**config.mk**
```make
export PLATFORM = sky130hd
export DESIGN_NAME = ram_arbiter
export DESIGN_NICKNAME = d
export VERILOG_FILES = /design/src/rtl/ram_arbiter.sv
export SDC_FILE = /design/constraint.sdc
export NUM_CORES = 1
export LEC_CHECK = 0
export CORE_AREA = 4 4 56 58
export CTS_BUF_LIST = sky130_fd_sc_hd__clkbuf_8
export DETAILED_ROUTE_END_ITERATION = 16
export DIE_AREA = 0 0 60 62
export PLACE_DENSITY_LB_ADDON = 0.1
export SYNTH_ARGS = -nofsm -noshare
export SYNTH_HDL_FRONTEND = slang
export SYNTH_SLANG_ARGS = --single-unit
export TNS_END_PERCENT = 30
```
**constraint.sdc**
```tcl
create_clock -name clk -period 6.92 [get_ports clk]
set_clock_uncertainty 0.2 [all_clocks]
set_input_delay 2.076 -clock clk [delete_from_list [all_inputs] [get_ports clk]]
set_output_delay 2.076 -clock clk [all_outputs]
set_load 0.02 [all_outputs]
```
**src/rtl/ram_arbiter.sv**
```systemverilog
// ram_arbiter: shares one single-clock RAM (1-cycle read latency, write-first)
// between two requesters: port 0 (CPU datapath) and port 1 (debug/loader).
// Round-robin per access, with an optional lock that lets the holder keep the
// RAM across back-to-back accesses, bounded by MAX_LOCK cycles.
//
// Ports:
//   clk, rst                   clock, synchronous active-high reset
//   req/we/addr/wdata/lock 0,1 requester inputs (req held until granted)
//   gnt0/gnt1                  combinational grant, access issued this cycle
//   rvalid0/rvalid1            registered read-return strobes
//   rdata                      shared read data (= ram_dout)
//   lock_err                   sticky, a lock was force-released
//   ram_raddr/waddr/din/we     RAM drive from the winner
//   ram_dout                   RAM read data
module ram_arbiter #(
  parameter int DATA_WIDTH = 8,
  parameter int ADDR_WIDTH = 5,
  parameter int MAX_LOCK   = 8
) (
  input  logic                  clk,
  input  logic                  rst,
  input  logic                  req0,
  input  logic                  req1,
  input  logic                  we0,
  input  logic                  we1,
  input  logic [ADDR_WIDTH-1:0] addr0,
  input  logic [ADDR_WIDTH-1:0] addr1,
  input  logic [DATA_WIDTH-1:0] wdata0,
  input  logic [DATA_WIDTH-1:0] wdata1,
  input  logic                  lock0,
  input  logic                  lock1,
  output logic                  gnt0,
  output logic                  gnt1,
  output logic                  rvalid0,
  output logic                  rvalid1,
  output logic [DATA_WIDTH-1:0] rdata,
  output logic                  lock_err,
  output logic [ADDR_WIDTH-1:0] ram_raddr,
  output logic [ADDR_WIDTH-1:0] ram_waddr,
  output logic [DATA_WIDTH-1:0] ram_din,
  output logic                  ram_we,
  input  logic [DATA_WIDTH-1:0] ram_dout
);

  localparam int CW = $clog2(MAX_LOCK) + 1;

  typedef enum logic [1:0] {S_IDLE, S_LOCK0, S_LOCK1} state_t;

  state_t          r_state, w_state_nxt;
  logic            r_last, w_last_nxt;      // index of port granted most recently
  logic [CW-1:0]   r_lock_cnt, w_cnt_nxt;
  logic            r_rv0, r_rv1;
  logic            r_lock_err, w_lock_err_nxt;
  logic            w_gnt0, w_gnt1;
  logic            w_cnt_max;

  assign w_cnt_max = (r_lock_cnt == CW'(MAX_LOCK - 1));

  // Grant: round-robin tie-break in IDLE, exclusive to the holder while locked.
  always_comb begin
    w_gnt0 = 1'b0;
    w_gnt1 = 1'b0;
    case (r_state)
      S_IDLE: begin
        if (req0 && req1) begin
          if (r_last) w_gnt0 = 1'b1;
          else        w_gnt1 = 1'b1;
        end else begin
          w_gnt0 = req0;
          w_gnt1 = req1;
        end
      end
      S_LOCK0: w_gnt0 = req0;
      S_LOCK1: w_gnt1 = req1;
      default: ;
    endcase
  end

  always_comb begin
    w_state_nxt    = r_state;
    w_cnt_nxt      = r_lock_cnt;
    w_last_nxt     = r_last;
    w_lock_err_nxt = r_lock_err;
    if (w_gnt0)      w_last_nxt = 1'b0;
    else if (w_gnt1) w_last_nxt = 1'b1;
    case (r_state)
      S_IDLE: begin
        w_cnt_nxt = '0;
        if (w_gnt0 && lock0) begin
          w_state_nxt = S_LOCK0;
          w_cnt_nxt   = CW'(1);
        end else if (w_gnt1 && lock1) begin
          w_state_nxt = S_LOCK1;
          w_cnt_nxt   = CW'(1);
        end
      end
      S_LOCK0: begin
        w_cnt_nxt = r_lock_cnt + CW'(1);
        if (!lock0) begin
          w_state_nxt = S_IDLE;
          w_cnt_nxt   = '0;
        end else if (w_cnt_max) begin
          // Forced release: holder becomes "last" so port 1 wins the next tie.
          w_state_nxt    = S_IDLE;
          w_cnt_nxt      = '0;
          w_lock_err_nxt = 1'b1;
          w_last_nxt     = 1'b0;
        end
      end
      S_LOCK1: begin
        w_cnt_nxt = r_lock_cnt + CW'(1);
        if (!lock1) begin
          w_state_nxt = S_IDLE;
          w_cnt_nxt   = '0;
        end else if (w_cnt_max) begin
          w_state_nxt    = S_IDLE;
          w_cnt_nxt      = '0;
          w_lock_err_nxt = 1'b1;
          w_last_nxt     = 1'b1;
        end
      end
      default: begin
        w_state_nxt = S_IDLE;
        w_cnt_nxt   = '0;
      end
    endcase
  end

  always_ff @(posedge clk) begin
    if (rst) begin
      r_state    <= S_IDLE;
      r_last     <= 1'b1;
      r_lock_cnt <= '0;
      r_rv0      <= 1'b0;
      r_rv1      <= 1'b0;
      r_lock_err <= 1'b0;
    end else begin
      r_state    <= w_state_nxt;
      r_last     <= w_last_nxt;
      r_lock_cnt <= w_cnt_nxt;
      r_rv0      <= w_gnt0 & ~we0;
      r_rv1      <= w_gnt1 & ~we1;
      r_lock_err <= w_lock_err_nxt;
    end
  end

  // RAM drive from the winner; idle bus when nothing is granted.
  always_comb begin
    ram_raddr = '0;
    ram_waddr = '0;
    ram_din   = '0;
    ram_we    = 1'b0;
    if (w_gnt0) begin
      ram_raddr = addr0;
      ram_waddr = addr0;
      ram_din   = wdata0;
      ram_we    = we0;
    end else if (w_gnt1) begin
      ram_raddr = addr1;
      ram_waddr = addr1;
      ram_din   = wdata1;
      ram_we    = we1;
    end
  end

  assign gnt0     = w_gnt0;
  assign gnt1     = w_gnt1;
  assign rvalid0  = r_rv0;
  assign rvalid1  = r_rv1;
  assign rdata    = ram_dout;
  assign lock_err = r_lock_err;

endmodule

```
# [Yosys cells after proc, flatten, opt, wreduce, memory -nomap -nowiden]
# Index checks and enable logic that the tools add are counted.
[totals] reg_bits=10 inputBits=42 output_inout_bits=32 word_cells=58
[classes] addsub=1 n_eq_ne=6 n_mux=35 bitwise=4 n_reduce_logical=6
[ops] cell="$mux W1" count=17
[ops] cell="$mux W8" count=2
[ops] cell="$mux W4" count=3
[ops] cell="$pmux W4 S3" count=1
[ops] cell="$mux W2" count=5
[ops] cell="$mux W5" count=2
[ops] cell="$pmux W1 S2" count=4
[ops] cell="$pmux W2 S3" count=1
[ops] cell="$add A4 B1 Y4 const B" count=1
[ops] cell="$eq A4 B3 Y1 const B" count=1
[ops] cell="$ne A2 B2 Y1 const B" count=2
[ops] cell="$logic_and A1 B1 Y1" count=3
[ops] cell="$ne A3 B3 Y1 const B" count=1
[ops] cell="$reduce_and A3 Y1" count=1
[ops] cell="$and A1 B1 Y1" count=2
[ops] cell="$eq A2 B1 Y1 const B" count=1
[ops] cell="$eq A2 B2 Y1 const B" count=1
[ops] cell="$logic_not A2 Y1" count=1
[ops] cell="$not A1 Y1" count=2
[ops] cell="$reduce_bool A2 Y1" count=1

# [Longest topological paths before layout]
[logic_depth] ltp_word=8 ltp_mapped=8 ltp_nobuf=6

# [Worst setup path before layout]
# Ideal clock, no wire load.
[synth_timing] path_type="input to output" from="input port req1" to="output port ram_waddr[0]" arrival_time_ns=3.397 t_required_ns=4.644 setup_slack_ns=1.247 path_stages=7 n_path_buf=3 cell_sequence="nand2b_1 > a21oi_1 > nor2b_1 > buf_4 > buf_4 > mux2i_1 > buf_4"
[synth_via] word_cells_on_any_way=7 classes_between="mux: 6; reduce/logical: 1"
[synth_lines] element="start: declaration" line_no="23" text="input logic req1,"
[synth_lines] element="$logic_and A1 B1 Y1" line_no="65" text="if (req0 && req1) begin"
[synth_lines] element="$mux W1" line_no="65"
[synth_lines] element="$pmux W1 S2" line_no="63" text="case (r_state)"
[synth_lines] element="named net gnt0" line_no="32" text="output logic gnt0,"
[synth_lines] element="$mux W5"
[synth_lines] element="end: declaration" line_no="39" text="output logic [ADDR_WIDTH-1:0] ram_waddr,"
# The timed path passes the listed nets, and every way through them passes these cells.

# [Worst setup path after layout]
[layout_timing] from="input port req0" to="output port ram_raddr[4]"
[layout_via] elab_chain_len=5 word_cells_on_any_way=7 classes_between="mux: 6; reduce/logical: 1"
[layout_rtl] element="start: declaration" line_no="22" text="input logic req0,"
[layout_rtl] element="$logic_and A1 B1 Y1" line_no="65"
[layout_rtl] element="$mux W1" line_no="65"
[layout_rtl] element="$pmux W1 S2" line_no="63"
[layout_rtl] element="$mux W5" line_no="158" text="end else if (w_gnt1) begin"
[layout_rtl] element="$mux W5 (*)" line_no="153" text="if (w_gnt0) begin"
[layout_rtl] element="end: declaration" line_no="38" text="output logic [ADDR_WIDTH-1:0] ram_raddr,"
# Every way passes the cells marked *; elsewhere a longest branch is shown, timed or not.

==> flow_summary.yaml <==
drt:
  vias: 990
  drt_wl_total_um: 2700
  vias_per_cell: 4.95
  postRouteAntennaNets: 0
  wl_per_cell_um: 13.5
  initialDrtViolationCount: 23
  drc_errors: 0
  dr.pass1.iters: 4
pwr:
  peakVddDrop_mv: 0.160
  p_total_uw: 272
  power_leakage_uw: 0.000636
  powerDensity_nw_per_um2: 181
layout:
  multi_input_area_um2: 543
  area_growth_pct: 57.9
  nFillCells: 245
  regArea_um2: 200
  final_nets: 217
  n_antenna_cell: 0
  final_layout_size_suffix_gt1_frac: 0.0710
status:
  status: "finished, final reports clean"
placed_design:
  portBuffers: 57
  dpl.hpwl_um: 2180
  gp_congestion: 0.825
global_route:
  grt_pass1_wl_um: 4090
  antenna_found_initial: 0
  grt_overflow: 0
  grt_pass1_vias: 927
  grt_max_degree: 20
  track_usage: 0.146
timing:
  max_slew_margin: 0.761
  setup_violations: 0
  tightest_slew_ps: 357
  fin_setup_tns_ps: 0
  fin_crit_sh: 0.907
  slew_violations: 0
  clock.fmax_ghz: 0.159
  fin_crit_ps: 6270
  grt_setup_unrepaired: "no"
  hold_viol_final: 0
cts:
  cts-resized-gates: 0
  cts_tree: "built"
  insertion_delay_ps: 240
  cts_made_buffers: 3
  cts_buffer_depth: 2
  root_buffer: "clkbuf_8"
  cts.sinks: 10
  ctsHoldBuffers: 0
  cts_setup_buffers: 0
  clkTransAtPathRegs_ps: 50
  htreeDepth: 1
die:
  pin_count: 74
  design.core.area_um2: 2660
  die_h_um: 62
  start_util: 0.357
  die-area_um2: 3720
  rows: 19
  die_w_um: 60
synth:
  synthArstFlopShare: 0
  synth_area_um2: 951
  syn_avg_cell_area_um2: 7.73
  synth-seq-area-share: 0.211
  synth_cells: 123
  netlist.area_leader.share: 0.211
  synth_edf_count: 0
  synth_ff_type: "dfxtp_1"
  ys.warnings.count: 0
  yosys.area.top_type: "dfxtp_1"
  synthesis.nets: 170
  synth.lib_cells_used.distinct: 32
  synth_seq_cells: 10
  synth.most_common_cell: "inv_1"
  netlist_top_cells_area: "dfxtp_1, mux2i_1, buf_4"
  synth.top_cells.by_count: "inv_1, buf_4, nand2_1"
setup_path:
  path_class: "input port to primary output"
  crit_path_start_kind: "input port"
  crit_fanout: 17
  critPathRequiredTime_ps: 4640
  arrival_ps: 4000
  crit_path_end_kind: "primary output"
job:
  max-cap-violations: 0
min_path:
  hp-class: "flip-flop to flip-flop"
==> registers in the layout (all words and copies together), names as in the netlist <==
name and cells:
r_lock_cnt 4, r_state 2, lock_err 1, r_last 1, rvalid0 1, rvalid1 1
==> metal layers <==
metal / GRT usage / up-vias / wire length [um]
met5: 0 / - / 0
met4: 0.0570 / 0 / 46
met3: 0.0351 / 5 / 268
met2: 0.264 / 55 / 1280
met1: 0.166 / 439 / 1110
li1: - / 491 / -
==> through the flow <==
stage                      util  cell area, um2  worst slack (ps)  std cells  hold slack (ps)
final                     0.564            1500               646        200              271
after global routing      0.564            1500               490        200              324
after CTS                 0.564            1500               621        200              280
after detailed placement  0.543            1450               633        196              262
after global placement    0.543            1450               687        196              254
after floorplan               -             951              1250        123              293
==> worst paths after layout <==
check / startpoint / to / slack [ps] / cells after the start
worst min-delay path: lock_err / lock_err / 270 / 2
worst min register to register: lock_err / lock_err / 270 / 2
worst max-delay path: req0 / ram_raddr[4] / 650 / 5
worst max register to register: r_state[1] / r_state[1] / 4940 / 6
==> cell families (layout without fill, tap and decap cells) <==
family                   count (synthesis)  in the layout  share of synthesized area
AND/OR/NAND/NOR                         37             37                      0.199
flip-flops                              10             10                      0.211
multiplexers                            15             15                      0.158
adder cells (fa/ha/maj)                  5              5                     0.0658
XOR/XNOR                                 2              2                     0.0184
buffers and inverters                   38             84                      0.221
AO/OA/AOI/OAI                           16             16                      0.128
==> placed cells by master, fill, tap and decap left out, types with 2 or more instances in the layout <==
cell / n
nor2_1: 4
nor3b_1: 2
ha_1: 5
nand3_1: 5
dfxtp_1: 10
clkdlybuf4s50_1: 57
clkbuf_8: 4
nand2_1: 16
nor4_1: 2
a21oi_1: 5
inv_1: 21
a31oi_2: 2
buf_4: 2
mux2i_1: 15
==> worst max-delay path: stages <==
cell and delay [ps]:
clkdlybuf4s50_1 560, nor2b_2 170, buf_4 270, mux2i_1 270, clkdlybuf4s50_1 640
==> where the power goes <==
group	total (uW)	switching, uW	internal [uW]
clock network	75.2	25.1	50.2
logic	132	63.0	69.0
registers	64.6	3.53	61.1
==> cell type report <==
class	count	share of cell area
repair buffers	59	0.390
multi-input cells	75	0.362
flip-flops and latches	10	0.133
inverters	21	0.0525
clock buffers	4	0.0367
well taps	31	0.0258
Power figures use the tool's default switching activity.
